File: src/rtl/sign_ext_unpacker_pkg.sv
// Shared constants, FSM encoding and width helper for the sign-extension datapath.
package sign_ext_pkg;

  // Default geometry shared by the unpacker and the sign-extension blocks
  localparam int DEF_N     = 12;
  localparam int DEF_M     = 32;
  localparam int DEF_LANES = 2;

  // Two-state sequencer: idle waiting for a beat, or emitting its fields
  typedef enum logic {
    ST_IDLE = 1'b0,
    ST_EMIT = 1'b1
  } state_e;

  // Width needed to hold a field count of 0..lanes inclusive
  function automatic int clog2_cnt(input int lanes);
    return $clog2(lanes + 1);
  endfunction

endpackage

File: src/rtl/sign_ext_unpacker_if.sv
// Packed-beat input port and sign-extended field output port, grouped as one bus.
interface sign_ext_unpacker_if
  import sign_ext_pkg::*;
#(
  parameter int N     = DEF_N,
  parameter int M     = DEF_M,
  parameter int LANES = DEF_LANES
) ();

  localparam int CW = clog2_cnt(LANES);

  // Upstream beat side
  logic                 i_valid;
  logic                 o_ready;
  logic [LANES*N-1:0]   i_data;
  logic [CW-1:0]        i_cnt;
  logic                 i_flush;

  // Downstream field side
  logic                 o_valid;
  logic                 i_ready;
  logic [M-1:0]         o_data;
  logic                 o_last;
  logic [CW-1:0]        o_lane;

  // Producer/consumer environment around the unpacker
  modport master (
    output i_valid, i_data, i_cnt, i_flush, i_ready,
    input  o_ready, o_valid, o_data, o_last, o_lane
  );

  // The unpacker itself
  modport slave (
    input  i_valid, i_data, i_cnt, i_flush, i_ready,
    output o_ready, o_valid, o_data, o_last, o_lane
  );

endinterface

File: src/rtl/sign_ext_unpacker_sext.sv
// Sign-extends one N-bit field to M bits; pass-through when the widths match.
module sign_ext_behavioral
  import sign_ext_pkg::*;
#(
  parameter int N = DEF_N,
  parameter int M = DEF_M
) (
  input  logic [N-1:0] i_field,
  output logic [M-1:0] o_data
);

  generate
    if (M == N) begin : g_same
      assign o_data = i_field;
    end else begin : g_ext
      // Replicate the field's sign bit into the upper M-N bits
      assign o_data = {{(M - N){i_field[N-1]}}, i_field};
    end
  endgenerate

endmodule

File: src/rtl/sign_ext_unpacker.sv
// Accepts packed beats of LANES signed fields and issues them one per cycle,
// each sign-extended to M bits, with full valid/ready flow control on both sides.
module sign_ext_unpacker
  import sign_ext_pkg::*;
#(
  parameter int N     = DEF_N,
  parameter int M     = DEF_M,
  parameter int LANES = DEF_LANES
) (
  input  logic               i_clk,
  input  logic               i_rst_n,
  sign_ext_unpacker_if.slave bus
);

  localparam int            CW      = clog2_cnt(LANES);
  localparam logic [CW-1:0] LANES_C = CW'(LANES);

  state_e             r_state;
  state_e             w_state_next;
  logic [LANES*N-1:0] r_word;
  logic [CW-1:0]      r_cnt;
  logic [CW-1:0]      r_lane;

  logic               w_busy;
  logic               w_last;
  logic               w_ready;
  logic               w_accept;
  logic               w_xfer;
  logic [CW-1:0]      w_cnt_clamped;
  logic [N-1:0]       w_lane_fields [LANES];
  logic [N-1:0]       w_field;

  assign w_busy        = (r_state == ST_EMIT);
  // cnt is at least 1 whenever busy, so cnt-1 never underflows where it matters
  assign w_last        = w_busy && (r_lane == (r_cnt - CW'(1)));
  // Next beat may enter as the final field leaves; flush blocks any accept
  assign w_ready       = !bus.i_flush && (!w_busy || (bus.i_ready && w_last));
  assign w_accept      = bus.i_valid && w_ready;
  assign w_xfer        = w_busy && bus.i_ready;
  assign w_cnt_clamped = (bus.i_cnt > LANES_C) ? LANES_C : bus.i_cnt;

  // State register: busy flag of the sequencer
  always_ff @(posedge i_clk or negedge i_rst_n) begin
    if (!i_rst_n) begin
      r_state <= ST_IDLE;
    end else begin
      r_state <= w_state_next;
    end
  end

  // Next-state: flush wins, then accept (empty beats stay idle), then final transfer
  always_comb begin
    w_state_next = r_state;
    if (bus.i_flush) begin
      w_state_next = ST_IDLE;
    end else if (w_accept) begin
      w_state_next = (w_cnt_clamped != '0) ? ST_EMIT : ST_IDLE;
    end else if (w_xfer && w_last) begin
      w_state_next = ST_IDLE;
    end
  end

  // FSM outputs: field valid while emitting, upstream ready from the handshake rule
  always_comb begin
    bus.o_valid = w_busy;
    bus.o_ready = w_ready;
  end

  // Beat capture and lane stepping; lane returns to 0 after the last field or a flush
  always_ff @(posedge i_clk or negedge i_rst_n) begin
    if (!i_rst_n) begin
      r_word <= '0;
      r_cnt  <= '0;
      r_lane <= '0;
    end else if (bus.i_flush) begin
      r_lane <= '0;
    end else if (w_accept) begin
      r_word <= bus.i_data;
      r_cnt  <= w_cnt_clamped;
      r_lane <= '0;
    end else if (w_xfer) begin
      r_lane <= w_last ? '0 : (r_lane + CW'(1));
    end
  end

  // Split the held word into its lanes
  generate
    for (genvar gi = 0; gi < LANES; gi++) begin : g_lane
      assign w_lane_fields[gi] = r_word[gi*N +: N];
    end
  endgenerate

  // Lane mux driven only by registers, so o_data has no path from i_data
  always_comb begin
    w_field = '0;
    for (int k = 0; k < LANES; k++) begin
      if (r_lane == CW'(k)) begin
        w_field = w_lane_fields[k];
      end
    end
  end

  sign_ext_behavioral #(.N(N), .M(M)) u_sext (
    .i_field (w_field),
    .o_data  (bus.o_data)
  );

  assign bus.o_last = w_last;
  assign bus.o_lane = r_lane;

endmodule

File: src/flat_wrapper.sv
// flat-port wrapper written by rule: the top's interface ports become plain ports
module sign_ext_unpacker_flat import sign_ext_pkg::*;
#(
  parameter int N     = DEF_N,
  parameter int M     = DEF_M,
  parameter int LANES = DEF_LANES
)
  (i_clk, i_rst_n, bus_i_valid, bus_i_data, bus_i_cnt, bus_i_flush, bus_i_ready, bus_o_ready, bus_o_valid, bus_o_data, bus_o_last, bus_o_lane);
  sign_ext_unpacker_if #(.N(N), .M(M), .LANES(LANES)) bus_i ();
  input  logic i_clk;
  input  logic i_rst_n;
  input wire logic [$bits(bus_i.i_valid)-1:0] bus_i_valid;
  input wire logic [$bits(bus_i.i_data)-1:0] bus_i_data;
  input wire logic [$bits(bus_i.i_cnt)-1:0] bus_i_cnt;
  input wire logic [$bits(bus_i.i_flush)-1:0] bus_i_flush;
  input wire logic [$bits(bus_i.i_ready)-1:0] bus_i_ready;
  output wire logic [$bits(bus_i.o_ready)-1:0] bus_o_ready;
  output wire logic [$bits(bus_i.o_valid)-1:0] bus_o_valid;
  output wire logic [$bits(bus_i.o_data)-1:0] bus_o_data;
  output wire logic [$bits(bus_i.o_last)-1:0] bus_o_last;
  output wire logic [$bits(bus_i.o_lane)-1:0] bus_o_lane;
  assign bus_i.i_valid = bus_i_valid;
  assign bus_i.i_data = bus_i_data;
  assign bus_i.i_cnt = bus_i_cnt;
  assign bus_i.i_flush = bus_i_flush;
  assign bus_i.i_ready = bus_i_ready;
  assign bus_o_ready = bus_i.o_ready;
  assign bus_o_valid = bus_i.o_valid;
  assign bus_o_data = bus_i.o_data;
  assign bus_o_last = bus_i.o_last;
  assign bus_o_lane = bus_i.o_lane;
  sign_ext_unpacker #(.N(N), .M(M), .LANES(LANES)) u_core (.i_clk(i_clk), .i_rst_n(i_rst_n), .bus(bus_i));
endmodule
File: config.mk
export PLATFORM = sky130hd
export DESIGN_NAME = sign_ext_unpacker_flat
export DESIGN_NICKNAME = d
export VERILOG_FILES = /design/src/rtl/sign_ext_unpacker_pkg.sv /design/src/rtl/sign_ext_unpacker_if.sv /design/src/rtl/sign_ext_unpacker_sext.sv /design/src/rtl/sign_ext_unpacker.sv /design/src/flat_wrapper.sv
export SDC_FILE = /design/constraint.sdc
export NUM_CORES = 1
export LEC_CHECK = 0
export CAP_MARGIN = 25
export CORE_AREA = 2 2 65 67
export DETAILED_ROUTE_END_ITERATION = 16
export DIE_AREA = 0 0 67 69
export GPL_TIMING_DRIVEN = 0
export PLACE_DENSITY_LB_ADDON = 0.08
export SYNTH_ARGS = -nofsm -noshare
export SYNTH_HDL_FRONTEND = slang
export SYNTH_SLANG_ARGS = --single-unit
export TNS_END_PERCENT = 20
File: constraint.sdc
create_clock -name i_clk -period 3.83 [get_ports i_clk]
set_input_delay 1.149 -clock i_clk [delete_from_list [all_inputs] [get_ports i_clk]]
set_output_delay 1.149 -clock i_clk [all_outputs]
set_load 0.02 [all_outputs]
==> flow_summary.ini <==
[outcome]
status = finished clean

[logic_synthesis]
synth_cell_types = 25
syn_area_per_cell_um2 = 12.2
yosys.area_share.simple_pct = 6.68
ys_ff_latch = 29
synth_compound_area_share_pct = 10.5
yosys_warnings = 0
synth-xor-area-share_pct = 0.577
synth_top_family_by_area = multiplexers
muxShareOfSynthArea_pct = 20.2
synth_nets = 157
synthAdderAreaFrac_pct = 1.65
synthCells = 124
synth_area_um2 = 1520
ys_seq_area_share_pct = 47.8

[timing]
final-setup-viol-count = 0
fin_crit_ps = 3680
hold_viol_final = 0
slew_headroom_pct = 55.8
finClkSkew_ps = 5.50
slew_viol_final = 0
rsz0062_at_grt = no
timing.hold.ws_ps = 507
fmax_mhz = 272
worst_pin_slew_ps = 661
fin_crit_sh_pct = 96.0

[setup_path]
r2r_setup_slack_ps = 1670
slowest_delay_ps = 600
cp_top_family = buffers and inverters
cp-startpoint = u_core.bus.o_lane[0]$_DFFE_PN0P_
crit_fanout = 21
crit_chain = ha_1 > nor2b_1 > buf_2 > a22o_4 > buf_4 > clkdlybuf4s50_1
cp.required_ps = 2680
path_class = reg2out
arrival_ps = 2530
crit_buf_inv = 3
reg2regPathDepth = 5
rr_startpoint = u_core.bus.o_lane[1]$_DFFE_PN0P_
cp-end-kind = output pin
critPathLaunchType = register
r2r_end = u_core.r_word[17]$_DFFE_PN0P_
slowest_stage = clkdlybuf4s50_1

[placed_design]
gp_congestion = 0.798
placed_cells = 242
portBuffers = 67
dp.final_hpwl_um = 2730

[clock_network]
clkLatencyLatePin_ps = 280
clockBufferDepth = 2
hold_buffers = 0
cts_sinks = 29
htreeDepth = 2
cts_buffers = 5
clkSlewWorstSetupHoldPaths_ps = 60
cts_tree = done
cts_root_buffer = clkbuf_8

[detailed_routing]
ant_nets = 0
vias_per_cell = 4.74
drt-total-wl_um = 3540
route.detailed.drc = 0
first_pass_iters = 4
wire_per_inst_um = 14.2
vias = 1184
drtIter0Drc = 33

[hold_path]
hold_end = u_core.r_word[20]$_DFFE_PN0P_
hp-class = reg2reg
worstHoldStart = u_core.r_word[20]$_DFFE_PN0P_
hold_path_depth = 1

[pwr]
irDropWorstVdd_uv = 320
power.density_nw_per_um2 = 507
p_leak_nw = 1.02

[floorplan]
dieWidth_um = 67
std_cell_rows = 23
fp.dieH_um = 69
core_um2 = 3910
start_util_pct = 38.8
die-area_um2 = 4620
pin_count = 68

[finish]
layout.nets = 232
fin_util_pct = 60.9
antennaDiodeCount = 0
fin_cells = 250
area_growth_pct = 57.1
drive_gt1_share_pct = 30.5

[global_routing]
grt_pass1_vias = 1277
grt_overflow = 0
use_met3_pct = 3.26
antenna_found_initial = 0
grt_pass1_wl_um = 6060
grt_max_degree = 22
grt.total_usage_pct = 17.1
grt_busiest_layer = met2
grtUsageMet2_pct = 31.2
met1_usage_pct = 18.7

[run]
drv_cap = 0
layer usage:
layer	wire length, um	share of wire (%)
met4	55	1.6
met2	1900	53
met1	1380	39
met3	214	6.0
met5	0	0
repair_timing:
action,4_1_cts,5_1_grt
pin swaps,0,0
hold endpoints to repair,0,0
buffers inserted,0,0
setup endpoints to repair,22,21
gates resized for setup,6,2
cell type report:
type,instances,area (um^2)
fill,359,1530
multi-input combinational,68,609
sequential,29,726
clock inverter,1,5.00
buffer,24,181
inverter,3,11.3
timing repair buffer,68,693
tap,50,62.6
clock buffer,7,96.3
cell usage after synthesis:
cell      number  area share, %
a211oi_1       1           0.49
a21oi_1        1           0.33
a21oi_4        1            1.1
a221oi_1       1           0.58
a22o_1        11            6.3
a31oi_1        1           0.41
and2_1         1           0.41
buf_4         20            9.9
buf_6          2            1.5
clkbuf_1       2           0.49
dfrtp_1       29             48
ha_1           2            1.6
inv_1          3           0.74
mux2_2        25             19
mux2_4         1           0.99
mux2i_1        1           0.66
nand2_1        6            1.5
nand2b_1       2           0.82
nand3b_1       2           0.99
nand4_1        1           0.41
nor2_1         2           0.49
nor2b_1        5            2.1
o21ai_0        2           0.66
o32ai_1        1           0.58
xnor2_1        1           0.58
how the worst max path moves through the flow:
stage / to / slack, ps / cells after the start
after floorplan: bus_o_data[12] / 590 / 6
after global placement: bus_o_ready / -250 / 6
after detailed placement: bus_o_ready / -290 / 6
after CTS: bus_o_ready / 40 / 6
after global routing: bus_o_data[15] / 1 / 7
final: bus_o_data[21] / 150 / 6
sequential cells by signal (all words and copies together) (netlist names):
signal              flops
u_core.bus.o_valid      1
u_core.r_word          24
u_core.r_cnt            2
u_core.bus.o_lane       2
cells in the final DEF, fill, tap and decap left out, types with 2 or more instances in the layout:
cell	instances
a22o_1	10
buf_2	2
buf_4	20
buf_6	2
clkbuf_8	7
clkdlybuf4s50_1	66
dfrtp_1	29
ha_1	2
inv_1	3
mux2_2	25
nand2_1	6
nand2b_1	2
nand3b_1	2
nor2_1	2
nor2b_1	5
o21ai_0	2
metrics by stage:
stage          area [um^2]  total power [mW]  setup slack [ps]  setup TNS (ps)
2_1_floorplan         1520             0.702               594               0
3_3_place_gp          2250             0.925              -247            -967
3_5_place_dp          2280             0.944              -287           -2920
4_1_cts               2390              1.22              39.5               0
5_1_grt               2380              1.27              1.45               0
6_report              2380              1.21               155               0
kinds of logic (layout without fill, tap and decap cells):
kind of cell,after synthesis,after routing
DFF,29,29
muxes,27,27
buffers and inverters,27,103
AOI/OAI and AO/OA,19,19
and+or+nand+nor,19,19
adders and majority gates,2,2
xor gates and xnor gates,1,1
power breakdown:
part / total [mW] / internal, mW / switching, mW
clock: 0.275 / 0.162 / 0.113
sequential: 0.398 / 0.363 / 0.0346
combinational: 0.536 / 0.309 / 0.227
Power figures use the tool's default switching activity.
